[src/rtl/fifo_rr_merger.sv]
// rtl/fifo_rr_merger.sv - round-robin merger of N FWFT source FIFOs onto one FIFO-style output
//
// Each grant emits one header word {4'hF, GRANT, seq[23:0]} followed by up to
// MAX_BURST data words taken straight from the granted source (no buffering).
//
// Ports:
//   BUS_CLK    clock, rising edge
//   BUS_RST_N  synchronous active-low reset
//   ENABLE     per-source enable; disabled sources are never granted
//   SRC_EMPTY  per-source empty flag
//   SRC_DATA   per-source word, source i at [32*i+31:32*i]
//   SRC_READ   per-source pop, combinational from OUT_READ during DATA
//   OUT_READ   consumer pop request
//   OUT_EMPTY  output empty flag
//   OUT_DATA   current output word
//   GRANT      index of the source owning the current/last burst
//   BUSY       high while a burst (header or data) is in progress
module fifo_rr_merger #(
  parameter int N         = 4,
  parameter int MAX_BURST = 16,
  parameter int SEQ_BITS  = 24
) (
  input  logic            BUS_CLK,
  input  logic            BUS_RST_N,
  input  logic [N-1:0]    ENABLE,
  input  logic [N-1:0]    SRC_EMPTY,
  input  logic [32*N-1:0] SRC_DATA,
  output logic [N-1:0]    SRC_READ,
  input  logic            OUT_READ,
  output logic            OUT_EMPTY,
  output logic [31:0]     OUT_DATA,
  output logic [3:0]      GRANT,
  output logic            BUSY
);

  typedef enum logic [1:0] {
    ST_ARB,
    ST_HEADER,
    ST_DATA
  } state_t;

  localparam logic [15:0] LAST_CNT = 16'(MAX_BURST - 1);

  state_t              state_q, state_d;
  logic [3:0]          grant_q, grant_d;
  logic [3:0]          last_q, last_d;
  logic [15:0]         cnt_q, cnt_d;
  logic [SEQ_BITS-1:0] seq_q, seq_d;

  logic [N-1:0]        cand;
  logic                found;
  logic [3:0]          pick;

  logic                sel_empty;
  logic                sel_enable;
  logic [31:0]         sel_data;
  logic [23:0]         seq_field;

  logic                out_empty;
  logic [31:0]         out_data;
  logic [N-1:0]        src_read;

  // Header carries exactly 24 sequence bits: zero-extend narrow counters,
  // drop the top bits of wide ones.
  generate
    if (SEQ_BITS >= 24) begin : g_seq_trunc
      assign seq_field = seq_q[23:0];
    end else begin : g_seq_pad
      assign seq_field = {{(24 - SEQ_BITS){1'b0}}, seq_q};
    end
  endgenerate

  assign cand = ENABLE & ~SRC_EMPTY;

  // Rotating priority: distance 1 from the last grant wins first, so the
  // source that just finished is considered last.
  always_comb begin
    found = 1'b0;
    pick  = last_q;
    for (int k = 1; k <= N; k++) begin
      for (int i = 0; i < N; i++) begin
        if (!found && cand[i] && (((int'(last_q) + k) % N) == i)) begin
          found = 1'b1;
          pick  = 4'(i);
        end
      end
    end
  end

  // Mux of the granted source; grant_q is always < N outside reset.
  always_comb begin
    sel_empty  = 1'b1;
    sel_enable = 1'b0;
    sel_data   = 32'h0;
    for (int i = 0; i < N; i++) begin
      if (grant_q == 4'(i)) begin
        sel_empty  = SRC_EMPTY[i];
        sel_enable = ENABLE[i];
        sel_data   = SRC_DATA[32*i +: 32];
      end
    end
  end

  always_comb begin
    state_d   = state_q;
    grant_d   = grant_q;
    last_d    = last_q;
    cnt_d     = cnt_q;
    seq_d     = seq_q;
    out_empty = 1'b1;
    out_data  = 32'h0;
    src_read  = '0;

    case (state_q)
      ST_ARB: begin
        if (found) begin
          grant_d = pick;
          last_d  = pick;
          cnt_d   = 16'd0;
          state_d = ST_HEADER;
        end
      end

      // Header is owed once granted, regardless of what the source does next.
      ST_HEADER: begin
        out_empty = 1'b0;
        out_data  = {4'hF, grant_q, seq_field};
        if (OUT_READ) begin
          seq_d   = seq_q + SEQ_BITS'(1);
          state_d = ST_DATA;
        end
      end

      ST_DATA: begin
        out_empty = sel_empty | ~sel_enable;
        out_data  = sel_data;
        if (OUT_READ && !out_empty) begin
          for (int i = 0; i < N; i++) begin
            if (grant_q == 4'(i)) src_read[i] = 1'b1;
          end
          cnt_d = cnt_q + 16'd1;
          if (cnt_q == LAST_CNT) state_d = ST_ARB;
        end else if (out_empty) begin
          // A stalled (empty or disabled) source gives up the output.
          state_d = ST_ARB;
        end
      end

      default: state_d = ST_ARB;
    endcase

    // While reset is held nothing may be popped and the output looks idle.
    if (!BUS_RST_N) begin
      out_empty = 1'b1;
      out_data  = 32'h0;
      src_read  = '0;
    end
  end

  always_ff @(posedge BUS_CLK) begin
    if (!BUS_RST_N) begin
      state_q <= ST_ARB;
      grant_q <= 4'd0;
      last_q  <= 4'(N - 1);
      cnt_q   <= 16'd0;
      seq_q   <= '0;
    end else begin
      state_q <= state_d;
      grant_q <= grant_d;
      last_q  <= last_d;
      cnt_q   <= cnt_d;
      seq_q   <= seq_d;
    end
  end

  assign OUT_EMPTY = out_empty;
  assign OUT_DATA  = out_data;
  assign SRC_READ  = src_read;
  assign GRANT     = grant_q;
  assign BUSY      = BUS_RST_N && (state_q != ST_ARB);

endmodule

[config.mk]
export PLATFORM = sky130hd
export DESIGN_NAME = fifo_rr_merger
export DESIGN_NICKNAME = d
export VERILOG_FILES = /design/src/rtl/fifo_rr_merger.sv
export SDC_FILE = /design/constraint.sdc
export NUM_CORES = 1
export LEC_CHECK = 0
export CORE_ASPECT_RATIO = 1.25
export CORE_MARGIN = 2
export CORE_UTILIZATION = 44
export DETAILED_ROUTE_END_ITERATION = 6
export PLACE_DENSITY_LB_ADDON = 0.1
export SYNTH_ARGS = -nofsm -noshare
export SYNTH_HDL_FRONTEND = slang
export SYNTH_SLANG_ARGS = --single-unit
export TNS_END_PERCENT = 50
[constraint.sdc]
create_clock -name BUS_CLK -period 5.32 [get_ports BUS_CLK]
set_input_delay 1.33 -clock BUS_CLK [delete_from_list [all_inputs] [get_ports BUS_CLK]]
set_output_delay 1.33 -clock BUS_CLK [all_outputs]
set_load 0.1 [all_outputs]
==> Yosys cells after proc, flatten, opt, wreduce, memory -nomap -nowiden <==
Index checks and enable logic that the tools add are counted.
{ "op_classes": {"add_sub_neg": 6, "n_eq_ne": 23, "muxes": 64, "n_bitwise": 8, "reduce_logical": 65} }
{ "ops": {"columns": ["cell", "n"], "rows": [
  ["32-bit 2-to-1 mux", 5],
  ["32-bit logical NOT", 4],
  ["4-bit 2-to-1 mux", 19],
  ["32-bit case mux with 2 select lines", 1],
  ["1-bit logical AND", 33],
  ["16-bit 2-to-1 mux", 2],
  ["16-bit case mux with 2 select lines", 1],
  ["1-bit 2-to-1 mux", 29],
  ["24-bit by 1-bit adder with 24-bit output, second input constant", 1],
  ["3-bit equality test, second input constant", 8],
  ["16-bit by 1-bit adder with 16-bit output, second input constant", 1],
  ["16-bit by 4-bit equality test with 1-bit output, second input constant", 1],
  ["1-bit logical NOT", 16],
  ["3-bit by 2-bit equality test with 1-bit output, second input constant", 4],
  ["2-bit 2-to-1 mux", 5],
  ["4-bit by 2-bit equality test with 1-bit output, second input constant", 2],
  ["2-bit OR reduction", 4],
  ["2-bit != test, second input constant", 3],
  ["3-bit != test, second input constant", 2],
  ["2-bit case mux with 3 select lines", 1],
  ["2-bit by 1-bit adder with 2-bit output, second input constant", 2],
  ["2-bit adder, second input constant", 2],
  ["1-bit bitwise AND, first input constant", 4],
  ["4-bit bitwise AND", 1],
  ["other kinds (13)", 15]
]} }
{ "totals": {"ff_bits": 50, "in_bits": 139, "output_inout_bits": 42, "wordCells": 171} }

==> Depth between registers and ports, before layout <==
Gate-level depths: netlist of run 1.
{ "depth": {"ltp_word": 68, "ltp_mapped": 8, "ltp_nobuf": 7} }

==> Worst setup path after synthesis of run 1 <==
No wires, ideal clock.
{ "synth_timing": {"kind": "input -> output", "start": "input ENABLE[0]", "end": "output OUT_EMPTY", "arrival_time_ns": 4.324, "required_time_ns": 3.990, "setup_slack_ns": -0.334, "path_stages": 4, "path_buffers": 0, "path_cell_list": "nor2b_1 > mux4_2 > and2_1 > o21ai_0"} }
{ "synth_between": {"elab_chain_len": 8} }
{ "synth_rtl": {"columns": ["element", "line_no", "source"], "rows": [
  ["start, declared", "25", "input logic [N-1:0] ENABLE,"],
  ["1-bit 2-to-1 mux (4 in a row)", "96", "if (grant_q == 4'(i)) begin"],
  ["1-bit NOT", "135", "out_empty = sel_empty | ~sel_enable;"],
  ["1-bit OR", "135", null],
  ["1-bit case mux with 2 select lines", "114", "case (state_q)"],
  ["1-bit 2-to-1 mux", "153", "if (!BUS_RST_N) begin"],
  ["end, declared", "30", "output logic OUT_EMPTY,"]
]} }
Every way passes these cells.

==> Worst setup path after layout of run 1 <==
{ "layout_timing": {"start": "input ENABLE[1]", "end": "output SRC_READ[1]"} }
{ "layout_between": {"elab_chain_len": 10} }
{ "layout_rtl": {"columns": ["element", "line_no", "source"], "rows": [
  ["1-bit 2-to-1 mux (3 in a row)", "96", null],
  ["1-bit NOT", "135", null],
  ["1-bit OR", "135", null],
  ["1-bit logical NOT", "137", "if (OUT_READ && !out_empty) begin"],
  ["1-bit logical AND", "137", null],
  ["4-bit 2-to-1 mux", "137", null],
  ["4-bit 2-to-1 mux", "114", null],
  ["4-bit 2-to-1 mux", "153", null],
  ["end, declared", "28", "output logic [N-1:0] SRC_READ,"]
]} }
Every way passes these cells.

==> flow_summary.toml, run 1 <==
[clock_network]
cts_sinks = 46
cts_post_setup_buffers_inserted = 0
clock_latency_ns = 0.30
cts_hold_buf = 0
cts-htree-levels = 2
worst_path_clk_slew_ns = 0.08
cts_made_buffers = 5
cts_tree = "done"
cts_root_buf = "clkbuf_8"
clk_path_buf_depth = 2
cts-resized-gates = 0

[critical_path]
timing.critical_path.from_type = "input pin"
worstPathArrival_ns = 3.34
cp_max_fo = 4
kind_of_critical_path = "input pin to primary output"
ff2ff_setup_slack_ns = 2.96
crit_path_max_incr_delay_ns = 0.48
crit_path_end_kind = "primary output"
critPathSlowestCell = "clkdlybuf4s50_1"
cp_cell_sequence = "clkdlybuf4s50_1 > nor2b_1 > mux4_2 > and2_1 > nand3_1 > nor3_1 > buf_12"
timing.critical_path.required_ns = 3.99

[power]
max-vdd-ir-drop_v = 0.000400
static-leakage-power_nw = 2.05
power.density_cell_area_nw_per_um2 = 280

[grt]
grt_antenna_before_repair = 2
grt_usage_pct = 24.5
grt_start_max_net_pins = 35
number_of_global_route_vias_before_repair = 3612
grt_pass1_wl_microns = 17300
grt_overflow_total = 0

[yosys]
synth-compound-area-share_pct = 18.5
synth_commonest_cells = "dfxtp_1 (46), mux4_2 (33), nor2_1 (30), a22o_1 (25), nand2_1 (25)"
yosys.area_share.xor_xnor_pct = 3.53
netlist-cell-type-count = 44
netlist_area_sq_um = 3480
total_of_flip_flops_plus_latches_after_synthesis = 46
synth_edf_count = 0
synthesis.instances = 376
synth_simple_gate_area_share_pct = 21.0
synthTopCellsByArea = "dfxtp_1 (26%), mux4_2 (21%), a22o_1 (6.3%)"
synth.yosys.seq_area_share_pct = 26.5
synth_area_per_cell_sq_um = 9.24
ys.warnings.count = 0
synth_async_sr_flop_share_pct = 0
synth_mux_area_share_pct = 22.8
top_count_cell_post_synth = "dfxtp_1"
synth_top_area_cell = "dfxtp_1"
synth_top_cell_area_share_pct = 26.5
postSynth.topFlopCell = "dfxtp_1"
combinational_family_with_the_most_area_after_synthesis = "multiplexers"
synthAdderAreaFrac_pct = 2.16

[floorplanning]
initial_core_util_pct = 44.9
floorplan.die.width_microns = 83.5
design.die.area_sq_um = 8630
die_h_microns = 103
floorplan.core_area_sq_um = 7750
ioPinCount = 181
floorplan.rows = 36

[status]
status = "complete, no violations"

[cells_and_area]
area_growth_syn_to_layout_pct = 66.6
finalCoreUtilization_pct = 74.7
nNetsFinal = 688
drive_gt1_share_pct = 17.6

[sta]
rsz0062_at_grt = "no"
achievable-frequency_ghz = 0.214
worst_hold_slack_after_final_layout_ns = 0.492
worst_pin_slew_ns = 0.974
final.min_clock_period_ns = 4.67
slew-limit-headroom_pct = 34.9
timing_hold_violations_final = 0
slew_viol_final = 0
setup_viol = 0
post-route-period-util_pct = 87.7
finClkSkew_ns = 0.0110

[detailed_routing]
vias_per_std_cell = 5.79
route.antenna.remaining_nets = 0
vias = 3713
totalWireLength_microns = 11300
initialDrtViolationCount = 92
detailed_route_wire_length_per_cell_microns = 17.6
drt_pass1_iterations = 4
post_route_drc = 0

[placement]
portBuffers = 178
dp.final_hpwl_microns = 9010
place_congestion = 0.887

[hold_path]
worst_hold_path_type = "flip-flop to flip-flop"

[job]
max_cap_viols = 0
layer usage:
metal	up-vias	GRT usage [%]	routed length, microns	part of all wire [%]
met5	-	0	0	0
met4	0	5.58	140	1.2
met3	11	5.00	566	5.0
met2	119	46.7	6210	55
met1	1799	28.6	4350	39
li1	1784	-	-	-
worst paths after layout:
check / from / end / depth (start not counted)
hold reg to reg: state_q[1] / state_q[1] / 2
hold / removal: state_q[1] / state_q[1] / 2
setup / recovery: ENABLE[1] / SRC_READ[1] / 7
setup reg to reg: GRANT[0] / cnt_q[10] / 5
power by group:
group	switching, mW	internal (mW)	total (mW)
registers	0.0502	0.365	0.415
logic	0.526	0.423	0.948
clock network	0.120	0.138	0.258
total	0.696	0.926	1.62
registers in the layout (all words and copies together) (netlist names):
register / flops
state_q: 2
cnt_q: 16
seq_field: 24
GRANT: 2
last_q: 2
metrics by stage:
step	power (mW)	instance area [sq um]	setup TNS, ns	instances	setup WS (ns)
after detailed placement	1.37	5680	0	631	0.680
final	1.62	5790	0	641	0.653
after floorplan	1.08	3480	-0.780	377	-0.195
after global placement	1.36	5680	0	631	0.738
after global routing	1.70	5790	0	639	0.450
after CTS	1.63	5790	0	639	0.667
cells in the final DEF (no fill, tap or decap), types with 6 or more instances in the layout:
| cell type | count |
|---|---|
| clkdlybuf4s50_1 | 140 |
| xor2_1 | 9 |
| buf_4 | 7 |
| o21ai_0 | 14 |
| a21oi_1 | 21 |
| mux4_2 | 33 |
| dfxtp_1 | 44 |
| nand3_1 | 18 |
| ha_1 | 6 |
| nor3_1 | 9 |
| nand2_1 | 25 |
| inv_1 | 15 |
| a22o_1 | 25 |
| or4_1 | 11 |
| or3_1 | 12 |
| nand4_1 | 12 |
| and4_1 | 6 |
| buf_12 | 37 |
| nor2_1 | 28 |
worst max-delay path: cells and delay by family:
family / cells / cell delay [ns]
and+or+nand+nor: 4 / 0.95
buffers and inverters: 2 / 0.70
muxes: 1 / 0.36
area by class of cell:
type                            instances  area [sq um]
Sequential cell                        46           923
Inverter                               17          66.3
Multi-Input combinational cell        289          2370
Tap cell                               95           119
Clock inverter                          3          40.0
Timing Repair Buffer                  184          2190
Antenna cell                            2          5.00
Clock buffer                            5          68.8
Fill cell                             586          1960
logic make-up after synthesis:
logic type / after synthesis
other cells: 1
simple gates: 139
mux: 38
xor+xnor: 14
compound gates: 90
buf+inv: 42
fa+ha+maj: 6
flops: 46
No activity file was read; power rests on OpenSTA's default activity.
==> run 2, diff against run 1 <==
- GPL_TIMING_DRIVEN: not set -> 0
==> run 2 against run 1 <==
  * Hold slack got worse by 0.00077 ns
  * Largest power group unchanged
  * Non-clock buffer count rose by 18
  * Critical path depth fell by 1
  * Clock skew fell by 0.0033 ns
  * Power fell by 2.3%
  * Critical endpoint is now OUT_DATA[27]
  * Global-route usage rose by 0.34 points
  * Critical path type unchanged
  * Wire length rose by 1.3%
  * First-iteration DRC count rose by 68%
  * Via count rose by 1.6%
  * Sequential power fell by 7.5%
==> flow_summary.toml, run 2 (synthesis gave the netlist of run 1 again) <==
[status]
status = "complete, no violations"

[clock_network]
cts_tree = "done"
cts_made_buffers = 5
cts_post_setup_buffers_inserted = 0
cts_root_buf = "clkbuf_8"
cts-htree-levels = 2
worst_path_clk_slew_ns = 0.08
cts_sinks = 46
clk_path_buf_depth = 2
clock_latency_ns = 0.30
cts_hold_buf = 0

[floorplanning]
ioPinCount = 181
floorplan.core_area_sq_um = 7750
floorplan.rows = 36
initial_core_util_pct = 44.9
die_h_microns = 103
floorplan.die.width_microns = 83.5
design.die.area_sq_um = 8630

[detailed_routing]
initialDrtViolationCount = 155
vias = 3772
vias_per_std_cell = 5.74
route.antenna.remaining_nets = 0
post_route_drc = 0
detailed_route_wire_length_per_cell_microns = 17.4
drt_pass1_iterations = 4
totalWireLength_microns = 11400

[cells_and_area]
leading_cell_type_in_the_layout_fill_and_taps_excluded = "clkdlybuf4s50_1"
area_growth_syn_to_layout_pct = 56.3
drive_gt1_share_pct = 13.7
finalCoreUtilization_pct = 70.1
largest_reg_flops = 24
seqCellArea_sq_um = 921
n_antenna_cell = 0
leading_cell_types_in_the_layout_fill_and_taps_excluded = "clkdlybuf4s50_1 (140), dfxtp_1 (46), mux4_2 (33)"
multi_input_comb_area_sq_um = 2370
filler_cell_count = 658
nNetsFinal = 706

[critical_path]
r2r-start = "state_q[1]"
timing.critical_path.from_type = "input pin"
worstPathArrival_ns = 3.87
critical_path.startpoint = "BUS_RST_N"
kind_of_critical_path = "input pin to primary output"
cp_max_fo = 10
crit_path_end_kind = "primary output"
timing.critical_path.required_ns = 3.99
rr_worst_depth = 7

[grt]
grt_antenna_before_repair = 0
grt_start_max_net_pins = 15
grt_overflow_total = 0
grt_pass1_wl_microns = 17600
grt_usage_pct = 24.8
number_of_global_route_vias_before_repair = 3683

[sta]
timing_hold_violations_final = 0
achievable-frequency_ghz = 0.192
worst_pin_slew_ns = 0.991
rsz0062_at_grt = "no"
final.min_clock_period_ns = 5.20
worst_hold_slack_after_final_layout_ns = 0.492
slew-limit-headroom_pct = 33.7
slew_viol_final = 0
post-route-period-util_pct = 97.7
finClkSkew_ns = 0.00773
setup_viol = 0

[hold_path]
worstHoldPathCells = 2
worst_hold_path_type = "flip-flop to flip-flop"
hold_path.startpoint = "seq_field[23]"

[power]
power.density_cell_area_nw_per_um2 = 291
max-vdd-ir-drop_v = 0.000269
static-leakage-power_nw = 1.99

[placement]
place_congestion = 0.921
portBuffers = 177
dp.final_hpwl_microns = 9250

[job]
max_cap_viols = 0
==> run 2: final cells by class <==
class                           instances  area share (%)
Buffer                                 25            2.30
Clock buffer                            5            1.27
Clock inverter                          3           0.737
Inverter                               17            1.22
Multi-Input combinational cell        289            43.6
Sequential cell                        46            16.9
Tap cell                               95            2.19
Timing Repair Buffer                  177            31.8
==> run 2: where the power goes <==
| part | internal (mW) | total, mW | leakage [nW] | switching (mW) |
|---|---|---|---|---|
| Combinational | 0.383 | 0.943 | 1.56 | 0.560 |
| Sequential | 0.364 | 0.384 | 0.372 | 0.0206 |
| Clock | 0.138 | 0.256 | 0.0579 | 0.118 |
==> run 2: layer usage <==
layer  vias to the layer above  track usage [%]  part of all wire (%)
met5                         -                0                     0
met4                         0             5.33                  0.87
met3                        12             4.84                   5.8
met2                       133             45.9                    54
met1                      1815             30.4                    39
li1                       1812                -                     -
==> run 2: worst max-delay path, stage by stage <==
cell             delay [ns]
clkdlybuf4s50_1        0.61
nand2_1                0.13
nor2_1                 0.32
clkbuf_1               0.41
and2_1                 0.20
dlygate4sd2_1          0.86
==> run 2: repair_timing <==
item / in CTS / in global routing
setup endpoints to repair: 37 / 22
resized for setup: 57 / 22
cloned: 0 / 0
==> run 2: path summary, 6_finish.rpt <==
| check | endpoint | slack (ns) |
|---|---|---|
| setup / recovery | OUT_DATA[27] | 0.12 |
| hold / removal | seq_field[23] | 0.49 |
| setup reg to reg | cnt_q[6] | 3.05 |
| hold reg to reg | seq_field[23] | 0.49 |
==> run 2: per-stage QoR <==
step / total power, mW / instances / setup WS, ns / instance area (sq um) / setup TNS (ns)
detailed placement: 1.35 / 649 / -0.543 / 5370 / -9.10
floorplan: 1.08 / 377 / -0.195 / 3480 / -0.780
finish: 1.58 / 657 / 0.121 / 5430 / 0
global route: 1.67 / 657 / 0.00154 / 5430 / 0
global placement: 1.33 / 649 / -0.494 / 5370 / -8.09
CTS: 1.59 / 657 / 0.0314 / 5460 / 0
